--- src/rtl/dmem_access_ctrl_if.sv ---
// ---------------------------------------------------------------------------
// dmem_access_ctrl_if
// Bundles the core-side request/response signals and the data-memory
// signals of dmem_access_ctrl.
//   slave  : the controller (takes requests, drives the memory port)
//   master : the environment (core issuing requests + the memory model)
// Core side  : i_req, i_we, i_funct3, i_addr, i_wdata -> o_busy, o_ack,
//              o_err, o_rdata
// Memory side: o_mem_addr, o_mem_wd, o_mem_wen, o_mem_ren <- i_mem_rd
// ---------------------------------------------------------------------------
interface dmem_access_ctrl_if #(
  parameter int WORD_W = 32
);
  logic              i_req;
  logic              i_we;
  logic [2:0]        i_funct3;
  logic [WORD_W-1:0] i_addr;
  logic [WORD_W-1:0] i_wdata;
  logic              o_busy;
  logic              o_ack;
  logic              o_err;
  logic [WORD_W-1:0] o_rdata;
  logic [WORD_W-1:0] o_mem_addr;
  logic [WORD_W-1:0] o_mem_wd;
  logic [3:0]        o_mem_wen;
  logic              o_mem_ren;
  logic [WORD_W-1:0] i_mem_rd;

  modport slave (
    input  i_req, i_we, i_funct3, i_addr, i_wdata, i_mem_rd,
    output o_busy, o_ack, o_err, o_rdata,
    output o_mem_addr, o_mem_wd, o_mem_wen, o_mem_ren
  );

  modport master (
    output i_req, i_we, i_funct3, i_addr, i_wdata, i_mem_rd,
    input  o_busy, o_ack, o_err, o_rdata,
    input  o_mem_addr, o_mem_wd, o_mem_wen, o_mem_ren
  );
endinterface

--- src/rtl/dmem_access_ctrl.sv ---
// ---------------------------------------------------------------------------
// dmem_access_ctrl
// Sequences core loads/stores into a byte-enable data memory. Stores get
// lane-shifted data and byte enables (halfword stores at offset 1/2 are
// split into two byte writes); loads are aligned and sign/zero extended.
// Misaligned or illegal requests complete with o_err=1 and never touch
// memory.
// Ports:
//   i_clk : clock, rising edge
//   i_rst : asynchronous active-high reset
//   bus   : dmem_access_ctrl_if.slave (core request/response + memory port)
// All outputs, including the memory-side port, come straight from flops.
// ---------------------------------------------------------------------------
module dmem_access_ctrl #(
  parameter int WORD_W = 32
) (
  input  logic                    i_clk,
  input  logic                    i_rst,
  dmem_access_ctrl_if.slave       bus
);

  typedef enum logic [2:0] {
    IDLE  = 3'd0,
    ACC1  = 3'd1,
    ACC2  = 3'd2,
    RWAIT = 3'd3,
    RESP  = 3'd4
  } state_t;

  state_t            state_q,  state_d;
  logic              we_q,     we_d;
  logic [2:0]        f3_q,     f3_d;
  logic [1:0]        off_q,    off_d;
  logic              split_q,  split_d;
  logic [3:0]        wen2_q,   wen2_d;
  logic              err_q,    err_d;
  logic [WORD_W-1:0] rdata_q,  rdata_d;
  logic [WORD_W-1:0] maddr_q,  maddr_d;
  logic [WORD_W-1:0] mwd_q,    mwd_d;
  logic [3:0]        mwen_q,   mwen_d;
  logic              mren_q,   mren_d;
  logic              busy_q,   busy_d;
  logic              ack_q,    ack_d;

  logic [1:0]        off_s;
  logic              illegal_s;
  logic              split_s;
  logic [3:0]        wen1_s;
  logic [3:0]        wen2_s;

  // Select the addressed byte/halfword from the memory word and extend it.
  function automatic logic [31:0] extend_load(input logic [2:0]  f3,
                                              input logic [1:0]  off,
                                              input logic [31:0] word);
    logic [31:0] lane;
    lane = word >> {off, 3'b000};
    case (f3)
      3'b000:  extend_load = {{24{lane[7]}}, lane[7:0]};
      3'b100:  extend_load = {24'd0, lane[7:0]};
      3'b001:  extend_load = {{16{lane[15]}}, lane[15:0]};
      3'b101:  extend_load = {16'd0, lane[15:0]};
      3'b010:  extend_load = word;
      default: extend_load = 32'd0;
    endcase
  endfunction

  // Decode the incoming request into legality and its write-enable pattern(s).
  always_comb begin
    off_s     = bus.i_addr[1:0];
    illegal_s = 1'b0;
    split_s   = 1'b0;
    wen1_s    = 4'b0000;
    wen2_s    = 4'b0000;
    case (bus.i_funct3)
      3'b000: wen1_s = 4'b0001 << off_s;
      3'b001: begin
        case (off_s)
          2'd0: wen1_s = 4'b0011;
          // The memory cannot write these lane pairs in one go: two byte writes.
          2'd1: begin
            wen1_s  = 4'b0010;
            wen2_s  = 4'b0100;
            split_s = 1'b1;
          end
          2'd2: begin
            wen1_s  = 4'b0100;
            wen2_s  = 4'b1000;
            split_s = 1'b1;
          end
          default: illegal_s = 1'b1;
        endcase
      end
      3'b010: begin
        if (off_s != 2'd0) begin
          illegal_s = 1'b1;
        end else begin
          wen1_s = 4'b1111;
        end
      end
      3'b100: begin
        if (bus.i_we) begin
          illegal_s = 1'b1;
        end else begin
          illegal_s = 1'b0;
        end
      end
      3'b101: begin
        if (bus.i_we || (off_s == 2'd3)) begin
          illegal_s = 1'b1;
        end else begin
          illegal_s = 1'b0;
        end
      end
      default: illegal_s = 1'b1;
    endcase
  end

  // Next-state and next-output logic of the access sequencer.
  always_comb begin
    state_d = state_q;
    we_d    = we_q;
    f3_d    = f3_q;
    off_d   = off_q;
    split_d = split_q;
    wen2_d  = wen2_q;
    err_d   = err_q;
    rdata_d = rdata_q;
    maddr_d = maddr_q;
    mwd_d   = mwd_q;
    mwen_d  = 4'b0000;
    mren_d  = 1'b0;
    busy_d  = 1'b0;
    ack_d   = 1'b0;

    case (state_q)
      IDLE: begin
        if (bus.i_req) begin
          we_d    = bus.i_we;
          f3_d    = bus.i_funct3;
          off_d   = off_s;
          split_d = split_s;
          wen2_d  = wen2_s;
          err_d   = illegal_s;
          rdata_d = '0;
          maddr_d = bus.i_addr;
          mwd_d   = bus.i_wdata << {off_s, 3'b000};
          if (illegal_s) begin
            mwen_d = 4'b0000;
            mren_d = 1'b0;
          end else if (bus.i_we) begin
            mwen_d = wen1_s;
          end else begin
            mren_d = 1'b1;
          end
          // Illegal requests also pass through ACC1 (with no enables) so
          // that their ack lands one cycle after the accept cycle, the same
          // as a single-beat store.
          state_d = ACC1;
        end else begin
          state_d = IDLE;
        end
      end
      ACC1: begin
        if (err_q) begin
          state_d = RESP;
        end else if (we_q && split_q) begin
          mwen_d  = wen2_q;
          state_d = ACC2;
        end else if (we_q) begin
          state_d = RESP;
        end else begin
          state_d = RWAIT;
        end
      end
      ACC2: begin
        state_d = RESP;
      end
      RWAIT: begin
        rdata_d = extend_load(f3_q, off_q, bus.i_mem_rd);
        state_d = RESP;
      end
      RESP: begin
        state_d = IDLE;
      end
      default: begin
        state_d = IDLE;
      end
    endcase

    busy_d = (state_d != IDLE);
    ack_d  = (state_d == RESP);
  end

  // State and output registers; reset drops every output to zero at once.
  always_ff @(posedge i_clk or posedge i_rst) begin
    if (i_rst) begin
      state_q <= IDLE;
      we_q    <= 1'b0;
      f3_q    <= 3'b000;
      off_q   <= 2'b00;
      split_q <= 1'b0;
      wen2_q  <= 4'b0000;
      err_q   <= 1'b0;
      rdata_q <= '0;
      maddr_q <= '0;
      mwd_q   <= '0;
      mwen_q  <= 4'b0000;
      mren_q  <= 1'b0;
      busy_q  <= 1'b0;
      ack_q   <= 1'b0;
    end else begin
      state_q <= state_d;
      we_q    <= we_d;
      f3_q    <= f3_d;
      off_q   <= off_d;
      split_q <= split_d;
      wen2_q  <= wen2_d;
      err_q   <= err_d;
      rdata_q <= rdata_d;
      maddr_q <= maddr_d;
      mwd_q   <= mwd_d;
      mwen_q  <= mwen_d;
      mren_q  <= mren_d;
      busy_q  <= busy_d;
      ack_q   <= ack_d;
    end
  end

  assign bus.o_busy     = busy_q;
  assign bus.o_ack      = ack_q;
  assign bus.o_err      = err_q;
  assign bus.o_rdata    = rdata_q;
  assign bus.o_mem_addr = maddr_q;
  assign bus.o_mem_wd   = mwd_q;
  assign bus.o_mem_wen  = mwen_q;
  assign bus.o_mem_ren  = mren_q;

endmodule

--- src/flat_wrapper.sv ---
// flat-port wrapper written by rule: the top's interface ports become plain ports
module dmem_access_ctrl_flat 
#(
  parameter int WORD_W = 32
)
  (i_clk, i_rst, bus_i_req, bus_i_we, bus_i_funct3, bus_i_addr, bus_i_wdata, bus_i_mem_rd, bus_o_busy, bus_o_ack, bus_o_err, bus_o_rdata, bus_o_mem_addr, bus_o_mem_wd, bus_o_mem_wen, bus_o_mem_ren);
  dmem_access_ctrl_if #(.WORD_W(WORD_W)) bus_i ();
  input  logic i_clk;
  input  logic i_rst;
  input wire logic [$bits(bus_i.i_req)-1:0] bus_i_req;
  input wire logic [$bits(bus_i.i_we)-1:0] bus_i_we;
  input wire logic [$bits(bus_i.i_funct3)-1:0] bus_i_funct3;
  input wire logic [$bits(bus_i.i_addr)-1:0] bus_i_addr;
  input wire logic [$bits(bus_i.i_wdata)-1:0] bus_i_wdata;
  input wire logic [$bits(bus_i.i_mem_rd)-1:0] bus_i_mem_rd;
  output wire logic [$bits(bus_i.o_busy)-1:0] bus_o_busy;
  output wire logic [$bits(bus_i.o_ack)-1:0] bus_o_ack;
  output wire logic [$bits(bus_i.o_err)-1:0] bus_o_err;
  output wire logic [$bits(bus_i.o_rdata)-1:0] bus_o_rdata;
  output wire logic [$bits(bus_i.o_mem_addr)-1:0] bus_o_mem_addr;
  output wire logic [$bits(bus_i.o_mem_wd)-1:0] bus_o_mem_wd;
  output wire logic [$bits(bus_i.o_mem_wen)-1:0] bus_o_mem_wen;
  output wire logic [$bits(bus_i.o_mem_ren)-1:0] bus_o_mem_ren;
  assign bus_i.i_req = bus_i_req;
  assign bus_i.i_we = bus_i_we;
  assign bus_i.i_funct3 = bus_i_funct3;
  assign bus_i.i_addr = bus_i_addr;
  assign bus_i.i_wdata = bus_i_wdata;
  assign bus_i.i_mem_rd = bus_i_mem_rd;
  assign bus_o_busy = bus_i.o_busy;
  assign bus_o_ack = bus_i.o_ack;
  assign bus_o_err = bus_i.o_err;
  assign bus_o_rdata = bus_i.o_rdata;
  assign bus_o_mem_addr = bus_i.o_mem_addr;
  assign bus_o_mem_wd = bus_i.o_mem_wd;
  assign bus_o_mem_wen = bus_i.o_mem_wen;
  assign bus_o_mem_ren = bus_i.o_mem_ren;
  dmem_access_ctrl #(.WORD_W(WORD_W)) u_core (.i_clk(i_clk), .i_rst(i_rst), .bus(bus_i));
endmodule
--- config.mk ---
export PLATFORM = sky130hd
export DESIGN_NAME = dmem_access_ctrl_flat
export DESIGN_NICKNAME = d
export VERILOG_FILES = /design/src/rtl/dmem_access_ctrl_if.sv /design/src/rtl/dmem_access_ctrl.sv /design/src/flat_wrapper.sv
export SDC_FILE = /design/constraint.sdc
export NUM_CORES = 1
export LEC_CHECK = 0
export BUFFER_PORTS_ARGS = -buffer_cell sky130_fd_sc_hd__buf_2
export CORE_MARGIN = 8
export CORE_UTILIZATION = 35
export CTS_CLUSTER_DIAMETER = 200
export DETAILED_ROUTE_END_ITERATION = 8
export PLACE_DENSITY = 0.6
export REMOVE_ABC_BUFFERS = 1
export SLEW_MARGIN = 20
export SYNTH_ARGS = -nofsm -noshare
export SYNTH_HDL_FRONTEND = slang
export SYNTH_SLANG_ARGS = --single-unit
--- constraint.sdc ---
create_clock -name i_clk -period 7.32 [get_ports i_clk]
set_clock_uncertainty 0.05 [all_clocks]
set_input_delay 1.83 -clock i_clk [delete_from_list [all_inputs] [get_ports i_clk]]
set_output_delay 1.83 -clock i_clk [all_outputs]
set_load 0.01 [all_outputs]
==> flow_metrics.env <==
export IMPL_grt_pass1_vias=5220
export IMPL_postRouteAntennaNets=0
export IMPL_setup_slack_ns=3.685
export IMPL_reg2reg_slack_ns=4.79
export IMPL_htree_levels=4
export IMPL_cts_hold_buf=0
export IMPL_antenna_found_initial=0
export IMPL_yosys_warnings=0
export IMPL_rows=46
export IMPL_remaining_drc_errors=0
export IMPL_hold_viol_final=0
export IMPL_path_clk_slew_ns=0.05
export IMPL_fp_dieW_um=141.3
export IMPL_root_buffer="clkbuf_16"
export IMPL_p_per_area_nw_per_um2=377.7
export IMPL_yosysUniqueCellTypes=47
export IMPL_gr_total_overflow=0
export IMPL_synth_most_common_cell="nand2_1"
export IMPL_synth_area_leaders="dfrtp_1 52%, nand2_1 12%, mux2i_1 7.1%"
export IMPL_critPathRequiredTime_ns=7.55
export IMPL_critPathLaunch="bus_i_addr[0]"
export IMPL_track_usage=0.1745
export IMPL_wire_per_inst_um=17.24
export IMPL_coreArea_um2=15600
export IMPL_min_period_ns=3.635
export IMPL_synth_common_cells="174 x nand2_1, 114 x dfrtp_1, 39 x mux2i_1, 30 x a21oi_1"
export IMPL_area_growth_pct=31.08
export IMPL_synth_edf_count=0
export IMPL_hold_class="register to register"
export IMPL_critPathKind="input pin to register"
export IMPL_leakage_nw=3.833
export IMPL_dieArea_um2=19970
export IMPL_fin_nets=869
export IMPL_max_slew_margin=0.3317
export IMPL_reg2reg_from="u_core.state_q[2]$_DFF_PP0_"
export IMPL_clock_sinks=114
export IMPL_cts_setup_buffers=0
export IMPL_worst_slew_pin_slew_ns=1.002
export IMPL_synth_top_area_share=0.5191
export IMPL_syn_inst=568
export IMPL_via_per_inst=4.987
export IMPL_vias=4932
export IMPL_cts_resized_gates=0
export IMPL_pre_cts_ws_ns=3.068
export IMPL_power_switching_mw=1.037
export IMPL_grt_pass1_wl_mm=27.73
export IMPL_comb_power_share=0.343
export IMPL_cts_tree="yes"
export IMPL_hpwl_mm=12.36
export IMPL_cts_made_buffers=17
export IMPL_finalSetupTns_ns=0
export IMPL_start_util=0.3523
export IMPL_arrival_ns=3.86
export IMPL_internal_power_mw=1.684
export IMPL_die_h_um=141.3
export IMPL_clock_latency_ns=0.41
export IMPL_status="complete, no violations"
export IMPL_syn_avg_cell_area_um2=9.675
export IMPL_drv_slew=0
export IMPL_netlist_area_um2=5495
export IMPL_r2r_cells=4
export IMPL_critPathMaxFanout=31
export IMPL_fmax_ghz=0.2751
export IMPL_seqPwrFrac=0.369
export IMPL_max_cap_viol_count=0
export IMPL_rr_endpoint="u_core.bus.o_rdata[17]$_DFFE_PP0P_"
export IMPL_synthFlopType="dfrtp_1"
export IMPL_ys_ff_latch=114
export IMPL_fill_cells=1510
export IMPL_cp_start_kind="input pin"
export IMPL_grt_max_degree=89
export IMPL_rsz0062_at_grt="false"
export IMPL_port_buffers=206
export IMPL_synthArstFlopShare=1.000
export IMPL_drt_pass1_iterations=5
export IMPL_swShare=0.3811
export IMPL_ios=207
export IMPL_gp_congestion=0.8134
export IMPL_holdWs_ns=0.4122
export IMPL_setup_worst_path_end="u_core.bus.o_mem_wen[3]$_DFF_PP0_"
export IMPL_post_route_period_util=0.4965
export IMPL_vdd_ir_drop_max_mv=0.1747
export IMPL_seq_area_frac_synth=0.5191
export IMPL_synth_top_area_cell="dfrtp_1"
export IMPL_power_frac_clock=0.288
export IMPL_critPathCaptureType="register"
export IMPL_finalSetupViolCount=0
export IMPL_drive_above_1_share=0.3355
export IMPL_drtIter0Drc=229
export IMPL_clockBufferDepth=2
export IMPL_postRouteWirelength_mm=17.06
[power by group through the flow]
stage                     combinational (mW)  sequential, mW  clock (mW)
after floorplan                        0.436            1.09           0
after global placement                 0.930            1.00           0
after detailed placement               0.954            1.01           0
after CTS                              0.950            1.00       0.800
after global routing                    1.05            1.04       0.829
final                                  0.934            1.00       0.782
[stage by stage]
stage | std cells | total power [mW] | utilization | area, µm²
after floorplan | 529 | 1.528 | - | 5280
after global placement | 955 | 1.933 | 0.4246 | 6623
after detailed placement | 955 | 1.959 | 0.4246 | 6623
after CTS | 987 | 2.753 | 0.4609 | 7189
after global routing | 988 | 2.919 | 0.4617 | 7201
final | 989 | 2.721 | 0.4618 | 7203
[cell usage in the layout, fill, tap and decap left out, drive strengths merged, types with 2 or more instances in the layout]
master,Yosys,routed
a21oi,30,30
mux2i,39,39
o221ai,8,8
dfrtp,114,114
o21ai,21,21
clkinv,1,8
a221oi,2,2
a221o,21,21
or3,5,5
a2111oi,5,5
nor3,2,2
inv,11,11
buf,23,211
or2,2,2
ha,7,7
nand2,174,174
a31oi,2,2
nor2,23,23
nand3,22,22
a211oi,6,6
o31ai,8,8
clkbuf,16,20
nor2b,8,8
clkinvlp,0,4
[sequential cells by signal, summed over array words and instances (netlist names), 2 cells and up]
| signal | cells |
|---|---|
| u_core.wen2_q | 2 |
| u_core.bus.o_mem_wen | 4 |
| u_core.state_q | 3 |
| u_core.bus.o_rdata | 32 |
| u_core.bus.o_mem_addr | 31 |
| u_core.f3_q | 3 |
| u_core.bus.o_mem_wd | 32 |
[critical path, stage by stage]
cell	delay, ns
buf_2	0.50
clkinv_1	0.53
ha_1	0.41
inv_1	0.11
o21ai_0	0.12
nand4_1	0.21
o32ai_1	0.12
[routing by layer]
layer,GRT usage,up-vias,share of wire
li1,-,2358,-
met1,0.2152,2353,0.44
met2,0.2653,206,0.45
met3,0.07930,15,0.11
met4,0.05995,0,0.012
met5,0,-,0
[worst min-delay path by stage]
stage / from / end / cells after the start
after floorplan: u_core.wen2_q[3]$_DFFE_PP0P_ / u_core.bus.o_mem_wen[3]$_DFF_PP0_ / 2
after global placement: u_core.bus.o_mem_wd[0]$_DFFE_PP0P_ / u_core.bus.o_mem_wd[0]$_DFFE_PP0P_ / 2
after detailed placement: u_core.bus.o_mem_wd[0]$_DFFE_PP0P_ / u_core.bus.o_mem_wd[0]$_DFFE_PP0P_ / 2
after CTS: u_core.bus.o_mem_wd[0]$_DFFE_PP0P_ / u_core.bus.o_mem_wd[0]$_DFFE_PP0P_ / 2
after global routing: u_core.bus.o_mem_addr[28]$_DFFE_PP0P_ / u_core.bus.o_mem_addr[28]$_DFFE_PP0P_ / 2
final: u_core.bus.o_mem_wd[0]$_DFFE_PP0P_ / u_core.bus.o_mem_wd[0]$_DFFE_PP0P_ / 2
[final cells by class]
class | count | area [µm²] | share of cell area
tap | 216 | 270.3 | 0.03752
multi-input combinational | 403 | 2391 | 0.3319
clock buffer | 20 | 456.7 | 0.06340
timing repair buffer | 211 | 1072 | 0.1489
inverter | 12 | 47.55 | 0.006601
antenna | 1 | 2.502 | 0.0003474
clock inverter | 12 | 110.1 | 0.01529
sequential | 114 | 2853 | 0.3960
[cells by family (layout without fill, tap and decap cells)]
logic type / after synthesis / in the layout / synth area share
flops: 114 / 114 / 0.5191
buf+inv: 51 / 255 / 0.04736
fa+ha+maj: 7 / 7 / 0.01594
other cells: 0 / 1 / 0
mux: 40 / 40 / 0.07309
compound gates: 112 / 112 / 0.1573
simple gates: 244 / 244 / 0.1872
Power figures use the tool's default switching activity.
